`src/rtl/cache_mux_types.sv`:
```
// Shared types and sizing constants for the cache-side memory path.
package cache_mux_types;

   localparam int unsigned ADP_LINE_W   = 256;
   localparam int unsigned ADP_BURST_W  = 64;
   localparam int unsigned ADP_ADDR_W   = 32;
   localparam int unsigned ADP_OFFSET_W = $clog2(ADP_LINE_W / 8);

   typedef enum logic [1:0] {
      ADP_IDLE,
      ADP_READ,
      ADP_WRITE,
      ADP_DONE
   } adaptor_state_t;

endpackage

```
`src/rtl/p_cacheline_adaptor.sv`:
```
// Converts one cache-line read/write into a 4-beat burst on physical memory.
// One request in flight; line_resp pulses for one cycle after the last beat.
module p_cacheline_adaptor
   import cache_mux_types::*;
#(
   parameter int unsigned LINE_W   = ADP_LINE_W,
   parameter int unsigned BURST_W  = ADP_BURST_W,
   parameter int unsigned ADDR_W   = ADP_ADDR_W,
   parameter int unsigned OFFSET_W = ADP_OFFSET_W
) (
   input  logic               clk,
   input  logic               rst,
   input  logic               line_read,
   input  logic               line_write,
   input  logic [ADDR_W-1:0]  line_addr,
   input  logic [LINE_W-1:0]  line_wdata,
   output logic [LINE_W-1:0]  line_rdata,
   output logic               line_resp,
   output logic [ADDR_W-1:0]  burst_addr,
   output logic               burst_read,
   output logic               burst_write,
   output logic [BURST_W-1:0] burst_wdata,
   input  logic [BURST_W-1:0] burst_rdata,
   input  logic               burst_resp
);

   localparam int unsigned BEATS = LINE_W / BURST_W;
   localparam int unsigned CNT_W = $clog2(BEATS);

   adaptor_state_t state, state_nxt;
   logic [CNT_W-1:0]                 cnt;
   logic [BEATS-1:0][BURST_W-1:0]    line_buf;
   logic [ADDR_W-1:0]                addr_q;
   logic                             last_beat;
   logic                             unused_offset;

   assign unused_offset = ^line_addr[OFFSET_W-1:0];
   assign last_beat     = burst_resp && (cnt == CNT_W'(BEATS - 1));

   always_ff @(posedge clk or negedge rst) begin
      if (!rst) state <= ADP_IDLE;
      else      state <= state_nxt;
   end

   // Read wins when both requests are presented; DONE always passes through IDLE.
   always_comb begin
      state_nxt = state;
      unique case (state)
         ADP_IDLE: begin
            if (line_read)       state_nxt = ADP_READ;
            else if (line_write) state_nxt = ADP_WRITE;
         end
         ADP_READ:  if (last_beat) state_nxt = ADP_DONE;
         ADP_WRITE: if (last_beat) state_nxt = ADP_DONE;
         ADP_DONE:  state_nxt = ADP_IDLE;
         default:   state_nxt = ADP_IDLE;
      endcase
   end

   always_ff @(posedge clk or negedge rst) begin
      if (!rst) begin
         cnt      <= '0;
         line_buf <= '0;
         addr_q   <= '0;
      end else begin
         unique case (state)
            ADP_IDLE: begin
               if (line_read || line_write)
                  addr_q <= {line_addr[ADDR_W-1:OFFSET_W], {OFFSET_W{1'b0}}};
               if (!line_read && line_write)
                  line_buf <= line_wdata;
            end
            ADP_READ: begin
               if (burst_resp) begin
                  line_buf[cnt] <= burst_rdata;
                  cnt           <= cnt + CNT_W'(1);
               end
            end
            ADP_WRITE: begin
               if (burst_resp) cnt <= cnt + CNT_W'(1);
            end
            ADP_DONE: cnt <= '0;
            default:  cnt <= '0;
         endcase
      end
   end

   assign burst_addr  = addr_q;
   assign burst_read  = (state == ADP_READ);
   assign burst_write = (state == ADP_WRITE);
   assign line_resp   = (state == ADP_DONE);
   assign burst_wdata = burst_write ? line_buf[cnt] : '0;
   assign line_rdata  = line_buf;

endmodule

```
`config.mk`:
```
export PLATFORM = sky130hd
export DESIGN_NAME = p_cacheline_adaptor
export DESIGN_NICKNAME = d
export VERILOG_FILES = /design/src/rtl/cache_mux_types.sv /design/src/rtl/p_cacheline_adaptor.sv
export SDC_FILE = /design/constraint.sdc
export NUM_CORES = 1
export LEC_CHECK = 0
export ABC_AREA = 1
export ABC_CLOCK_PERIOD_IN_PS = 4200
export CORE_AREA = 2 2 278 280
export DETAILED_ROUTE_END_ITERATION = 10
export DIE_AREA = 0 0 280 282
export PLACE_DENSITY = 0.56
export SYNTH_ARGS = -nofsm -noshare
export SYNTH_HDL_FRONTEND = slang
export SYNTH_SLANG_ARGS = --single-unit
```
`constraint.sdc`:
```
create_clock -name clk -period 4.2 [get_ports clk]
set_input_delay 0.84 -clock clk [delete_from_list [all_inputs] [get_ports clk]]
set_output_delay 0.84 -clock clk [all_outputs]
set_load 0.05 [all_outputs]
```
==> impl_metrics.yaml, run 1 <==
outcome:
  status: "complete, no violations"
power:
  p_leak_uw: 0.0130
  intPower_uw: 11200
  switching_share_pct: 58.4
  total_power_uw: 27000
  power.density_nw_per_um2: 1000
  p_sw_uw: 15800
  power.share.combinational_pct: 68.4
  clkPwrFrac_pct: 12.0
  irDropWorstVdd_uv: 959
  power_frac_seq_pct: 19.6
setup_path:
  rrSetupSlack_ns: 0.98
  critical_path_required_ns: 3.36
  worstPathArrival_ns: 3.22
  timing.rr.end: "line_rdata[67]$_DFFE_PN0P_"
  cp-endpoint: "burst_wdata[28]"
  path_class: "reg -> out"
  startpoint_type: "flop"
  worstSetupStartpoint: "cnt[0]$_DFFE_PN0P_"
  ff2ff_path_depth: 8
  crit_fanout: 47
  end_kind: "output port"
  r2r-start: "cnt[1]$_DFFE_PN0P_"
grt:
  grt_pass1_vias: 20591
  antenna_found_initial: 6
  overflow: 0
  grt_max_degree: 145
  grt_pass1_wl_microns: 140000
  track_usage_pct: 23.3
cts:
  clock_latency_ns: 0.56
  cts_tree: "done"
  cts_resized: 0
  post_cts_buffers: 0
  hold_buffers: 0
  cts.path.max_buffers: 3
  htree_levels: 2
  root_buffer: "clkbuf_16"
  cts.clk_slew.worst_paths_ns: 0.05
  cts_made_buffers: 38
  clock-sinks: 287
synth:
  synthFlopType: "dfrtp_1"
  yosysTopAreaCellShare_pct: 40.3
  syn_area_sq_um: 17800
  synth.yosys.seq_area_share_pct: 40.3
  yosysUniqueCellTypes: 22
  yosysTopAreaCell: "dfrtp_1"
  synth_most_common_cell: "nand2_1"
  async_reset_ff_share_pct: 100
  ys.warnings.count: 0
  synthCells: 2719
  synth_common_cells: "1314 x nand2_1, 287 x dfrtp_1, 258 x nand3_1"
  synth-edff-count: 0
  synth.avg_cell_area_sq_um: 6.55
  synthTopCellsByArea: "dfrtp_1 40%, nand2_1 28%, nand4_1 9.0%"
  ys_seq_elements: 287
die:
  die_area_sq_um: 79000
  rows: 101
  io_pins: 712
  coreArea_sq_um: 75700
  fp.dieW_microns: 280
  die_y_microns: 282
  start_util_pct: 23.5
place:
  hpwlAfterDp_microns: 61200
  gp_congestion: 0.858
  io_buffer_count: 701
  placed_area_sq_um: 25700
routing:
  wl_microns: 95800
  wl_per_cell_microns: 22.5
  viasPerCell: 5.02
  drc: 0
  drtIter0Drc: 2135
  ant_nets: 0
  vias: 21401
  drt_pass1_iterations: 6
timing:
  setup_tns_ns: 0
  fmax_mhz: 246
  grt_setup_unrepaired: "false"
  setup_viol: 0
  holdWs_ns: 0.260
  period_needed_ns: 4.06
  worstMarginPinSlew_ns: 1.16
  finalCritPeriodShare_pct: 96.8
  relSlewSlack_pct: 22.4
  skew_ns: 0.0123
  hold_viol: 0
  slew_violations: 0
run:
  maxCapViolCount: 0
final_layout:
  final_area_sq_um: 27000
  nets: 3622
  syn2layout_area_growth_pct: 51.3
  drive_above_1_share_pct: 4.85
  final_core_util_pct: 35.6
worst_hold_path:
  hold_class: "in -> async"
## power by group through the flow
| stage | registers, uW | logic (uW) | clock network, uW |
|---|---|---|---|
| CTS | 5270 | 18500 | 3350 |
| detailed placement | 5290 | 18400 | 0 |
| floorplan | 9090 | 7460 | 0 |
| finish | 5290 | 18500 | 3250 |
| global route | 5440 | 19600 | 3450 |
| global placement | 5290 | 18300 | 0 |
## stage by stage
stage | cells | setup WS, ns
5_1_grt | 4259 | 0.0694
4_1_cts | 4254 | 0.207
2_1_floorplan | 2723 | 1.23
6_report | 4260 | 0.136
3_3_place_gp | 4194 | 0.840
3_5_place_dp | 4194 | 0.846
## metal layers
| metal | wire length (microns) | vias up | share of wire (%) | GRT usage [%] |
|---|---|---|---|---|
| met2 | 46300 | 1023 | 48 | 39.1 |
| met5 | 0 | - | 0 | 0 |
| met3 | 6940 | 162 | 7.3 | 4.15 |
| li1 | - | 9991 | - | - |
| met1 | 39700 | 10225 | 41 | 30.2 |
| met4 | 2870 | 0 | 3.0 | 7.93 |
## final cells by class
class | instances | area, sq um
inverter | 37 | 151
fill | 8048 | 48700
multi-input combinational | 2148 | 9490
sequential | 287 | 7190
clock inverter | 2 | 38.8
tap | 978 | 1220
timing repair buffer | 744 | 7690
antenna | 6 | 15.0
clock buffer | 58 | 1160
## layout by cell type (no fill, tap or decap), drive strengths merged
master / count
dfrtp: 287
diode: 6
conb: 5
buf: 85
nand4: 256
bufinv: 1
inv: 38
o21ai: 97
clkdlybuf4s50: 659
nand3: 262
ha: 9
or2: 4
a21oi: 66
nand2: 1315
clkbuf: 58
nor2: 134
## critical path, stage by stage, from the launching register on
cell,delay [ns]
dfrtp_4,0.67
inv_4,0.15
buf_4,0.27
buf_4,0.52
o21ai_0,0.37
a21oi_1,0.36
buf_12,0.18
## worst min-delay path by stage
stage	start	end	slack [ns]	depth (start not counted)
3_5_place_dp	burst_addr[15]$_DFFE_PN0P_	burst_addr[15]$_DFFE_PN0P_	0.47	2
6_report	rst	line_rdata[216]$_DFFE_PN0P_	0.26	1
2_1_floorplan	rst	burst_addr[10]$_DFFE_PN0P_	0.54	0
5_1_grt	rst	line_rdata[216]$_DFFE_PN0P_	0.28	1
3_3_place_gp	burst_addr[9]$_DFFE_PN0P_	burst_addr[9]$_DFFE_PN0P_	0.47	2
4_1_cts	rst	line_rdata[219]$_DFFE_PN0P_	0.24	1
## sequential cells by signal, indices dropped and copies added (netlist names)
register,count
cnt,2
line_rdata,256
burst_addr,27
state,2
## kinds of logic after synthesis
kind of cell	synth area share (%)
buffers and inverters	7.20
flip-flops	40.3
AND/OR/NAND/NOR	47.3
AO/OA/AOI/OAI	4.58
adder cells (fa/ha/maj)	0.632
other	0.0211
Power figures use the tool's default switching activity.
==> inputs of run 2 (changes only) <==
- SETUP_SLACK_MARGIN: not set -> 0.1
==> impl_metrics.yaml, run 2 (synthesis results as in run 1) <==
final_layout:
  syn2layout_area_growth_pct: 51.4
  layout.cells.non_filler: 4261
  final_common_cell: "nand2_1"
  nets: 3622
  largest_reg_flops: 256
  final_core_util_pct: 35.6
  drive_above_1_share_pct: 4.85
  layout_common_cells: "1314 x nand2_1, 659 x clkdlybuf4s50_1, 286 x dfrtp_1"
place:
  hpwlAfterDp_microns: 61200
  dp.cells: 4194
  io_buffer_count: 701
  gp_congestion: 0.858
power:
  intPower_uw: 11200
  power.density_nw_per_um2: 1000
  power.share.combinational_pct: 68.4
  clkPwrFrac_pct: 12.0
  power_frac_seq_pct: 19.6
  total_power_uw: 27000
  p_sw_uw: 15800
  switching_share_pct: 58.4
  p_leak_uw: 0.0130
  irDropWorstVdd_uv: 962
timing:
  setup_tns_ns: 0
  skew_ns: 0.0122
  relSlewSlack_pct: 22.0
  finalCritPeriodShare_pct: 93.9
  fmax_mhz: 253
  hold_viol: 0
  slew_violations: 0
  holdWs_ns: 0.258
  worstMarginPinSlew_ns: 1.17
  setup_viol: 0
  period_needed_ns: 3.95
  grt_setup_unrepaired: "false"
routing:
  vias: 21320
  wl_per_cell_microns: 22.5
  ant_nets: 0
  drtIter0Drc: 2203
  drc: 0
  wl_microns: 95700
  drt_pass1_iterations: 5
  viasPerCell: 5.00
setup_path:
  worstPathArrival_ns: 3.11
  cp_top_family: "buffers and inverters"
  rrSetupSlack_ns: 0.98
  worst_path_largest_cell_delay_ns: 0.82
  cp_num_buf_inv: 4
  startpoint_type: "flop"
  timing.rr.end: "line_rdata[67]$_DFFE_PN0P_"
  crit_chain: "inv_4 -> buf_4 -> buf_4 -> nand2_1 -> nand2_1 -> nand2_1 -> a21oi_1 -> clkdlybuf4s50_1"
  end_kind: "output port"
  crit_fanout: 34
  critPathSlowestCell: "clkdlybuf4s50_1"
  cpMostUsedCell: "nand2_1"
  critical_path_required_ns: 3.36
  r2r-start: "cnt[1]$_DFFE_PN0P_"
  path_class: "reg -> out"
  ff2ff_path_depth: 8
die:
  start_util_pct: 23.5
  die_area_sq_um: 79000
  io_pins: 712
  coreArea_sq_um: 75700
  rows: 101
  fp.dieW_microns: 280
  die_y_microns: 282
cts:
  root_buffer: "clkbuf_16"
  cts_tree: "done"
  cts_resized: 0
  cts.path.max_buffers: 3
  cts_made_buffers: 38
  clock-sinks: 287
  cts.clk_slew.worst_paths_ns: 0.05
  hold_buffers: 0
  clock_latency_ns: 0.55
  htree_levels: 2
  post_cts_buffers: 0
grt:
  gr-usage-met1_pct: 30.2
  overflow: 0
  track_usage_pct: 23.3
  grt_max_degree: 145
  grt_pass1_wl_microns: 140000
  grt_pass1_vias: 20591
  antenna_found_initial: 6
  busiest_layer: "met2"
  met2_usage_pct: 39.1
  grt_util_met3_pct: 4.15
outcome:
  status: "complete, no violations"
worst_hold_path:
  hold_class: "in -> async"
run:
  maxCapViolCount: 0
run 2: changes by cell type in the layout (fill, tap and decap cells not counted):
cell,change
buf_4,-1
buf_6,+1
diode_2,+1
run 2: worst max-delay path by stage:
| stage | startpoint | end | slack (ns) | cells after the start |
|---|---|---|---|---|
| final | cnt[0]$_DFFE_PN0P_ | burst_wdata[62] | 0.25 | 8 |
| after global placement | cnt[0]$_DFFE_PN0P_ | burst_wdata[1] | 0.84 | 6 |
| after global routing | cnt[0]$_DFFE_PN0P_ | burst_wdata[62] | 0.12 | 8 |
| after CTS | cnt[0]$_DFFE_PN0P_ | burst_wdata[28] | 0.21 | 6 |
| after floorplan | state[0]$_DFFE_PN0P_ | burst_wdata[0] | 1.23 | 5 |
| after detailed placement | cnt[0]$_DFFE_PN0P_ | burst_wdata[1] | 0.85 | 6 |
run 2: stage by stage:
stage	setup slack, ns	cell area [sq um]
6_report	0.255	27000
3_5_place_dp	0.846	25700
4_1_cts	0.207	26900
2_1_floorplan	1.23	17800
5_1_grt	0.119	27000
3_3_place_gp	0.840	25700
run 2: layer usage:
metal  share of wire, %  wire (microns)
met3                7.3            7030
met2                 48           46200
met4                3.0            2910
met5                  0               0
met1                 41           39500
run 2: area by class of cell:
| class | count | area [sq um] |
|---|---|---|
| diodes | 7 | 17.5 |
| clock buffers | 58 | 1160 |
| clock inverters | 2 | 38.8 |
| fillers | 8048 | 48700 |
| inverters | 37 | 151 |
| multi-input cells | 2148 | 9490 |
| flip-flops and latches | 287 | 7190 |
| well taps | 978 | 1220 |
| repair buffers | 744 | 7700 |
run 2: power groups by stage:
stage          clock [uW]  combinational, uW  sequential (uW)
6_report             3250              18500             5290
5_1_grt              3450              19600             5440
4_1_cts              3350              18500             5270
3_5_place_dp            0              18400             5290
3_3_place_gp            0              18300             5290
2_1_floorplan           0               7460             9090
